--- src/rtl/mem_read_xbar_pkg.sv ---
// Shared definitions for the MEM-stage read crossbar: FSM/target enums, default
// region map, the decode-error data pattern and a wrap-free range helper.
package mem_read_xbar_pkg;

  typedef enum logic [1:0] {IDLE, WAIT, DECERR} xbar_state_t;
  typedef enum logic [1:0] {TGT_NONE, TGT_CLINT, TGT_MEM} xbar_tgt_t;

  localparam logic [31:0] CLINT_BASE_DEF = 32'h0200_0000;
  localparam logic [31:0] CLINT_SIZE_DEF = 32'h0001_0000;
  localparam logic [31:0] MEM_BASE_DEF   = 32'h8000_0000;
  localparam logic [31:0] MEM_SIZE_DEF   = 32'h0800_0000;

  localparam logic [63:0] DECERR_DATA = 64'hDEAD_BEEF_DEAD_BEEF;

  // 33-bit arithmetic so base + size at the top of the address space cannot wrap.
  function automatic logic in_region(input logic [31:0] addr,
                                     input logic [31:0] base,
                                     input logic [31:0] size);
    logic [32:0] a;
    logic [32:0] lo;
    logic [32:0] hi;
    a  = {1'b0, addr};
    lo = {1'b0, base};
    hi = {1'b0, base} + {1'b0, size};
    return (a >= lo) && (a < hi);
  endfunction

endpackage

--- src/rtl/mem_read_xbar_if.sv ---
// One read channel (address + data handshakes). The requester uses the master
// modport, the responder the slave modport.
interface mem_read_xbar_if;

  logic [31:0] raddr;
  logic [2:0]  rsize;
  logic        raddr_valid;
  logic        raddr_ready;
  logic [63:0] rdata;
  logic        rdata_valid;
  logic        rdata_ready;

  modport master (
    output raddr, rsize, raddr_valid, rdata_ready,
    input  raddr_ready, rdata, rdata_valid
  );

  modport slave (
    input  raddr, rsize, raddr_valid, rdata_ready,
    output raddr_ready, rdata, rdata_valid
  );

endinterface

--- src/rtl/mem_read_xbar_decoder.sv ---
// Pure combinational address decoder, shared by the read crossbar and the
// future write path. Unmapped addresses decode to TGT_NONE.
module mem_read_decoder
  import mem_read_xbar_pkg::*;
#(
  parameter logic [31:0] CLINT_BASE = CLINT_BASE_DEF,
  parameter logic [31:0] CLINT_SIZE = CLINT_SIZE_DEF,
  parameter logic [31:0] MEM_BASE   = MEM_BASE_DEF,
  parameter logic [31:0] MEM_SIZE   = MEM_SIZE_DEF
) (
  input  logic [31:0] addr,
  output xbar_tgt_t   tgt
);

  always_comb begin
    tgt = TGT_NONE;
    if (in_region(addr, CLINT_BASE, CLINT_SIZE)) begin
      tgt = TGT_CLINT;
    end else if (in_region(addr, MEM_BASE, MEM_SIZE)) begin
      tgt = TGT_MEM;
    end
  end

endmodule

--- src/rtl/mem_read_xbar.sv ---
// 1-to-2 read crossbar (CLINT / AXI-lite bridge), one outstanding transaction.
// Build option XBAR_DECERR_EN: answer unmapped reads locally with an error beat.
module mem_read_xbar
  import mem_read_xbar_pkg::*;
#(
  parameter logic [31:0] CLINT_BASE = CLINT_BASE_DEF,
  parameter logic [31:0] CLINT_SIZE = CLINT_SIZE_DEF,
  parameter logic [31:0] MEM_BASE   = MEM_BASE_DEF,
  parameter logic [31:0] MEM_SIZE   = MEM_SIZE_DEF
) (
  input  logic                   clk,
  input  logic                   rst,
  mem_read_xbar_if.slave         mem,
  mem_read_xbar_if.master        clint,
  mem_read_xbar_if.master        axi,
`ifdef XBAR_DECERR_EN
  output logic                   mem_rdata_err,
`endif
  output xbar_state_t            state
);

  // Handshake rule on every channel: a transfer happens on a rising clk edge
  // where valid and ready are both high; a requester keeps valid and payload
  // stable until that edge, ready may depend combinationally on valid.

  xbar_state_t state_q, state_d;
  xbar_tgt_t   sel_q, sel_d;
  xbar_tgt_t   dec_tgt;
  xbar_tgt_t   route;
  logic        err;

  mem_read_decoder #(
    .CLINT_BASE (CLINT_BASE),
    .CLINT_SIZE (CLINT_SIZE),
    .MEM_BASE   (MEM_BASE),
    .MEM_SIZE   (MEM_SIZE)
  ) u_decoder (
    .addr (mem.raddr),
    .tgt  (dec_tgt)
  );

`ifdef XBAR_DECERR_EN
  assign route = dec_tgt;
`else
  // Without local error responses the AXI bridge is the default slave.
  assign route = (dec_tgt == TGT_NONE) ? TGT_MEM : dec_tgt;
`endif

  assign clint.raddr = mem.raddr;
  assign clint.rsize = mem.rsize;
  assign axi.raddr   = mem.raddr;
  assign axi.rsize   = mem.rsize;
  assign state       = state_q;

  always_ff @(posedge clk) begin
    if (rst) begin
      state_q <= IDLE;
      sel_q   <= TGT_NONE;
    end else begin
      state_q <= state_d;
      sel_q   <= sel_d;
    end
  end

  always_comb begin
    state_d           = state_q;
    sel_d             = sel_q;
    clint.raddr_valid = 1'b0;
    axi.raddr_valid   = 1'b0;
    clint.rdata_ready = 1'b0;
    axi.rdata_ready   = 1'b0;
    mem.raddr_ready   = 1'b0;
    mem.rdata         = '0;
    mem.rdata_valid   = 1'b0;
    err               = 1'b0;
    case (state_q)
      IDLE: begin
        case (route)
          TGT_CLINT: begin
            clint.raddr_valid = mem.raddr_valid;
            mem.raddr_ready   = clint.raddr_ready;
          end
          TGT_MEM: begin
            axi.raddr_valid = mem.raddr_valid;
            mem.raddr_ready = axi.raddr_ready;
          end
          default: mem.raddr_ready = mem.raddr_valid;
        endcase
        if (mem.raddr_valid && mem.raddr_ready) begin
          sel_d   = route;
          state_d = (route == TGT_NONE) ? DECERR : WAIT;
        end
      end
      WAIT: begin
        if (sel_q == TGT_CLINT) begin
          mem.rdata         = clint.rdata;
          mem.rdata_valid   = clint.rdata_valid;
          clint.rdata_ready = mem.rdata_ready;
        end else begin
          mem.rdata       = axi.rdata;
          mem.rdata_valid = axi.rdata_valid;
          axi.rdata_ready = mem.rdata_ready;
        end
        if (mem.rdata_valid && mem.rdata_ready) begin
          state_d = IDLE;
          sel_d   = TGT_NONE;
        end
      end
`ifdef XBAR_DECERR_EN
      DECERR: begin
        mem.rdata       = DECERR_DATA;
        mem.rdata_valid = 1'b1;
        err             = 1'b1;
        if (mem.rdata_ready) begin
          state_d = IDLE;
          sel_d   = TGT_NONE;
        end
      end
`endif
      default: begin
        state_d = IDLE;
        sel_d   = TGT_NONE;
      end
    endcase
  end

`ifdef XBAR_DECERR_EN
  assign mem_rdata_err = err;
`endif

endmodule

--- src/flat_wrapper.sv ---
// flat-port wrapper written by rule: the top's interface ports become plain ports
module mem_read_xbar_flat import mem_read_xbar_pkg::*;
#(
  parameter logic [31:0] CLINT_BASE = CLINT_BASE_DEF,
  parameter logic [31:0] CLINT_SIZE = CLINT_SIZE_DEF,
  parameter logic [31:0] MEM_BASE   = MEM_BASE_DEF,
  parameter logic [31:0] MEM_SIZE   = MEM_SIZE_DEF
)
  (clk, rst, state, mem_raddr, mem_rsize, mem_raddr_valid, mem_rdata_ready, mem_raddr_ready, mem_rdata, mem_rdata_valid, clint_raddr, clint_rsize, clint_raddr_valid, clint_rdata_ready, clint_raddr_ready, clint_rdata, clint_rdata_valid, axi_raddr, axi_rsize, axi_raddr_valid, axi_rdata_ready, axi_raddr_ready, axi_rdata, axi_rdata_valid);
  mem_read_xbar_if mem_i ();
  mem_read_xbar_if clint_i ();
  mem_read_xbar_if axi_i ();
  input  logic clk;
  input  logic rst;
  output xbar_state_t state;
  input wire logic [$bits(mem_i.raddr)-1:0] mem_raddr;
  input wire logic [$bits(mem_i.rsize)-1:0] mem_rsize;
  input wire logic [$bits(mem_i.raddr_valid)-1:0] mem_raddr_valid;
  input wire logic [$bits(mem_i.rdata_ready)-1:0] mem_rdata_ready;
  output wire logic [$bits(mem_i.raddr_ready)-1:0] mem_raddr_ready;
  output wire logic [$bits(mem_i.rdata)-1:0] mem_rdata;
  output wire logic [$bits(mem_i.rdata_valid)-1:0] mem_rdata_valid;
  output wire logic [$bits(clint_i.raddr)-1:0] clint_raddr;
  output wire logic [$bits(clint_i.rsize)-1:0] clint_rsize;
  output wire logic [$bits(clint_i.raddr_valid)-1:0] clint_raddr_valid;
  output wire logic [$bits(clint_i.rdata_ready)-1:0] clint_rdata_ready;
  input wire logic [$bits(clint_i.raddr_ready)-1:0] clint_raddr_ready;
  input wire logic [$bits(clint_i.rdata)-1:0] clint_rdata;
  input wire logic [$bits(clint_i.rdata_valid)-1:0] clint_rdata_valid;
  output wire logic [$bits(axi_i.raddr)-1:0] axi_raddr;
  output wire logic [$bits(axi_i.rsize)-1:0] axi_rsize;
  output wire logic [$bits(axi_i.raddr_valid)-1:0] axi_raddr_valid;
  output wire logic [$bits(axi_i.rdata_ready)-1:0] axi_rdata_ready;
  input wire logic [$bits(axi_i.raddr_ready)-1:0] axi_raddr_ready;
  input wire logic [$bits(axi_i.rdata)-1:0] axi_rdata;
  input wire logic [$bits(axi_i.rdata_valid)-1:0] axi_rdata_valid;
  assign mem_i.raddr = mem_raddr;
  assign mem_i.rsize = mem_rsize;
  assign mem_i.raddr_valid = mem_raddr_valid;
  assign mem_i.rdata_ready = mem_rdata_ready;
  assign mem_raddr_ready = mem_i.raddr_ready;
  assign mem_rdata = mem_i.rdata;
  assign mem_rdata_valid = mem_i.rdata_valid;
  assign clint_raddr = clint_i.raddr;
  assign clint_rsize = clint_i.rsize;
  assign clint_raddr_valid = clint_i.raddr_valid;
  assign clint_rdata_ready = clint_i.rdata_ready;
  assign clint_i.raddr_ready = clint_raddr_ready;
  assign clint_i.rdata = clint_rdata;
  assign clint_i.rdata_valid = clint_rdata_valid;
  assign axi_raddr = axi_i.raddr;
  assign axi_rsize = axi_i.rsize;
  assign axi_raddr_valid = axi_i.raddr_valid;
  assign axi_rdata_ready = axi_i.rdata_ready;
  assign axi_i.raddr_ready = axi_raddr_ready;
  assign axi_i.rdata = axi_rdata;
  assign axi_i.rdata_valid = axi_rdata_valid;
  mem_read_xbar #(.CLINT_BASE(CLINT_BASE), .CLINT_SIZE(CLINT_SIZE), .MEM_BASE(MEM_BASE), .MEM_SIZE(MEM_SIZE)) u_core (.clk(clk), .rst(rst), .mem(mem_i), .clint(clint_i), .axi(axi_i), .state(state));
endmodule
--- config.mk ---
export PLATFORM = sky130hd
export DESIGN_NAME = mem_read_xbar_flat
export DESIGN_NICKNAME = d
export VERILOG_FILES = /design/src/rtl/mem_read_xbar_pkg.sv /design/src/rtl/mem_read_xbar_if.sv /design/src/rtl/mem_read_xbar_decoder.sv /design/src/rtl/mem_read_xbar.sv /design/src/flat_wrapper.sv
export SDC_FILE = /design/constraint.sdc
export NUM_CORES = 1
export LEC_CHECK = 0
export CORE_AREA = 5 5 118 120
export CTS_BUF_LIST = sky130_fd_sc_hd__clkbuf_4 sky130_fd_sc_hd__clkbuf_8 sky130_fd_sc_hd__clkbuf_16
export DETAILED_ROUTE_END_ITERATION = 6
export DIE_AREA = 0 0 123 125
export MAX_ROUTING_LAYER = met4
export PLACE_DENSITY = 0.6
export SYNTH_ARGS = -nofsm -noshare
export SYNTH_HDL_FRONTEND = slang
export SYNTH_SLANG_ARGS = --single-unit
export TNS_END_PERCENT = 50
--- constraint.sdc ---
create_clock -name clk -period 2 [get_ports clk]
set_input_delay 0.3 -clock clk [delete_from_list [all_inputs] [get_ports clk]]
set_output_delay 0.3 -clock clk [all_outputs]
set_load 0.01 [all_outputs]
==> results.toml, run 1 <==
[logic_synthesis]
synthTopCellsByArea = "buf_4, nand2_1, a21oi_1"
syn_nets = 491
synth_cells = 320
synth_top_area_frac = 0.2966
synth_area_sq_um = 1772
synth_seq_cells = 4
synth_top_cell_by_area = "buf_4"
synth_warnings = 0
async_reset_ff_frac = 0
avgSynthCellArea_sq_um = 5.537
yosysUniqueCellTypes = 27
synth_common_cells = "nand2_1, buf_4, a21oi_1"
yosysMostFrequentCell = "nand2_1"
ys_seq_area_frac = 0.04520
synth-main-ff-cell = "dfxtp_1"
synth_edf_count = 0

[cts]
htree_levels = 1
cts_sinks = 4
numCtsBuffers = 3
cts-root-buf = "clkbuf_16"
clk_path_buf_depth = 2
ctsHoldBuffers = 0

[global_route]
grt-ovfl-total = 0
grt_pass1_wl_mm = 14.97
grt_pass1_vias = 2979
antenna_found_initial = 0
grt_max_degree = 35
grt_usage = 0.1229

[die]
start_util = 0.1376
rows = 42
pin_count = 313
die-height_um = 125
die_x_um = 123

[placed_design]
numPortBuffers = 255
dp_hpwl_mm = 8.452
place_congestion = 0.8566

[outcome]
error_message = "[ERROR DRT-0255] Maze Route cannot find path of net mem_raddr[6] in worker of routeBox ( 96600 96600 ) ( 123000 125000 )."
failing_step = "5_2_route"
status = "stopped before the end"

[timing]
postGrtWorstEndpoint = "axi_rdata_ready"
worstEpCategory = "top-level output"
==> metal layers <==
metal  track usage
met5             -
met4       0.02671
met3       0.03704
met2        0.2161
met1        0.1361
==> per-stage QoR <==
stage          instance area [sq um]  utilization  setup WS, ns  std cells  TNS [ns]
2_1_floorplan                   1772            -        0.4332        320         0
3_3_place_gp                    4205       0.3266       -0.5203        686    -1.463
3_5_place_dp                    4205       0.3266       -0.5249        686    -1.609
4_1_cts                         4228       0.3284      -0.01176        694  -0.01176
5_1_grt                         4230       0.3286      -0.01035        694  -0.03202
==> logic make-up after synthesis <==
family | count (synthesis) | share of synthesized area
and+or+nand+nor | 153 | 0.3919
buffers and inverters | 91 | 0.3425
AOI/OAI and AO/OA | 69 | 0.2062
muxes | 2 | 0.01201
other | 1 | 0.002117
DFF | 4 | 0.04520
==> timing repair <==
item	CTS	global route
setup endpoints to repair	68	5
setup buffers	5	0
pin swaps	7	3
resized for setup	95	8
hold endpoints to repair	0	0
==> run 2: changes to the inputs <==
Settings changed: CTS_BUF_LIST sky130_fd_sc_hd__clkbuf_4 sky130_fd_sc_hd__clkbuf_8 sky130_fd_sc_hd__clkbuf_16 to default, MAX_ROUTING_LAYER met4 to default, PLACE_DENSITY 0.6 to default, PLACE_DENSITY_LB_ADDON from default to 0.15.
==> run 2 against run 1 <==
The run now ends clean. Global-route usage down 0.18 points. Synthesized cell count unchanged. Synthesized area unchanged.
==> results.toml, run 2 <==
[outcome]
status = "complete, no violations"

[detailed_routing]
vias = 2740
wl_per_cell_um = 14.86
via_per_inst = 3.960
drt_wl_total_mm = 10.28
drt_first_iter_violations = 110
ant_nets = 0
route.detailed.drc = 0
first_pass_iters = 4

[worst_setup_path]
worstPathCellList = "nor2b_4 > buf_12 > nand2_1 > a21oi_1 > dlygate4sd2_1"
critPathKind = "reg2out"
crit_path_max_fanout = 26
slowest_delay_ns = 0.35
crit_path_top_delay_cell = "dfxtp_2"
cp.required_ns = 1.70
arrival_ns = 1.61
critPathCaptureType = "primary output"
start_kind = "flip-flop"

[die]
start_util = 0.1376
pin_count = 313
die_x_um = 123
rows = 42
die-area_sq_um = 15380
die-height_um = 125
core_sq_um = 12870

[timing]
setup_tns_ns = 0
fin_skew_ns = 0.001316
period_share = 0.9552
fmax_mhz = 523.5
hold_viol_final = 0
fin_crit_ns = 1.910
drv_slew = 0
setup_viol = 0
rsz0062_at_grt = "yes"

[cts]
numCtsBuffers = 3
cts_sinks = 4
cts_tree = "yes"
clkLatencyLatePin_ns = 0.22
htree_levels = 1
clk_pin_slew_ns = 0.03
clk_path_buf_depth = 2
ctsHoldBuffers = 0
cts-root-buf = "clkbuf_16"

[final_layout]
layout_commonest_cell = "clkdlybuf4s50_1"
num_antenna_cells = 0
nets = 689
area_growth_pct = 141.7
nFillCells = 1445
fin_util = 0.3326
multi_input_area_sq_um = 1109
drive_above_1_share = 0.09690
final_cell_mix = "clkdlybuf4s50_1, nand2_1, dlygate4sd2_1"
seq_area_sq_um = 82.58

[logic_synthesis]
synth_cells = 320
synth_area_sq_um = 1772
synth_top_cell_by_area = "buf_4"
yosysMostFrequentCell = "nand2_1"
synthTopCellsByArea = "buf_4, nand2_1, a21oi_1"
synth_top_area_frac = 0.2966
async_reset_ff_frac = 0
ys_seq_area_frac = 0.04520
synth_common_cells = "nand2_1, buf_4, a21oi_1"
synth_edf_count = 0
avgSynthCellArea_sq_um = 5.537
synth-main-ff-cell = "dfxtp_1"
yosysUniqueCellTypes = 27
syn_nets = 491
synth_seq_cells = 4
synth_warnings = 0

[global_route]
grt_pass1_wl_mm = 15.01
grt-ovfl-total = 0
grt_max_degree = 43
antenna_found_initial = 1
grt_pass1_vias = 2819
grt_usage = 0.1212

[hold_path]
hold_path_class = "reg2reg"

[placed_design]
numPortBuffers = 255
dp_hpwl_mm = 8.363
place_congestion = 0.7734

[pwr]
switching_share = 0.2283
clkPwrFrac = 0.336
vdd_drop_max_mv = 0.1820
combPwrFrac = 0.571
power.leakage_nw = 2.070
powerDensity_nw_per_um2 = 214.2
pwr-share-seq = 0.093
p_int_w = 0.0007078
p_sw_w = 0.0002094

[flow_run]
max_cap_violations = 0
run 2: cell counts after synthesis:
No cell type changed its count.
run 2: path summary, 6_finish.rpt:
check | slack (ns) | startpoint | depth (start not counted) | to
max | 0.09 | u_core.sel_q[0] | 5 | mem_rdata[28]
min | 0.59 | u_core.sel_q[1] | 2 | u_core.sel_q[1]
max reg2reg | 0.35 | u_core.sel_q[1] | 6 | u_core.sel_q[0]
min reg2reg | 0.59 | u_core.sel_q[1] | 2 | u_core.sel_q[1]
run 2: kinds of logic (layout without fill, tap and decap cells):
family | Yosys count | count (layout) | share of synthesized area
AOI/OAI and AO/OA | 69 | 69 | 0.2062
buffers and inverters | 91 | 287 | 0.3425
DFF | 4 | 4 | 0.04520
muxes | 2 | 2 | 0.01201
other | 1 | 1 | 0.002117
and+or+nand+nor | 153 | 153 | 0.3919
run 2: layout make-up:
class	instances	area share
timing repair buffer	284	0.6528
multi-input combinational	225	0.2589
tap	176	0.05143
sequential	4	0.01929
clock buffer	3	0.01753
run 2: timing repair:
item	in CTS	in global routing
resized for setup	91	15
gates cloned	1	0
pin swaps	8	5
buffers inserted	3	0
endpoints found under the setup margin	70	12
run 2: critical path: cells and delay by family (launching register included):
| family | cells | cell delay [ns] |
|---|---|---|
| simple gates | 2 | 0.33 |
| buf+inv | 2 | 0.52 |
| flops | 1 | 0.35 |
| compound gates | 1 | 0.18 |
run 2: power groups by stage:
stage / Sequential, W / Clock, W / Combinational (W)
after floorplan: 0.0000881 / 0 / 0.000213
after global placement: 0.0000860 / 0 / 0.000545
after detailed placement: 0.0000861 / 0 / 0.000546
after CTS: 0.0000853 / 0.000313 / 0.000532
after global routing: 0.0000855 / 0.000319 / 0.000562
final: 0.0000852 / 0.000308 / 0.000524
run 2: per-layer routing:
metal / routed length [um] / GRT usage / up-vias
met5: 13 / 0 / -
met4: 243 / 0.02932 / 2
met3: 1024 / 0.03884 / 24
met2: 5155 / 0.2242 / 138
met1: 3848 / 0.1320 / 1212
li1: - / - / 1364
run 2: metrics by stage:
| stage | hold slack [ns] | cell area (sq um) | cells | total power (W) | setup slack, ns |
|---|---|---|---|---|---|
| 2_1_floorplan | 0.4732 | 1772 | 320 | 0.0003006 | 0.4332 |
| 3_3_place_gp | 0.6001 | 4225 | 685 | 0.0006315 | -0.5862 |
| 3_5_place_dp | 0.6001 | 4225 | 685 | 0.0006322 | -0.5302 |
| 4_1_cts | 0.5964 | 4270 | 692 | 0.0009298 | -0.1566 |
| 5_1_grt | 0.6000 | 4282 | 692 | 0.0009671 | -0.0008711 |
| 6_report | 0.5936 | 4282 | 692 | 0.0009173 | 0.08967 |
Note: power is estimated with default switching activity, not from simulation.
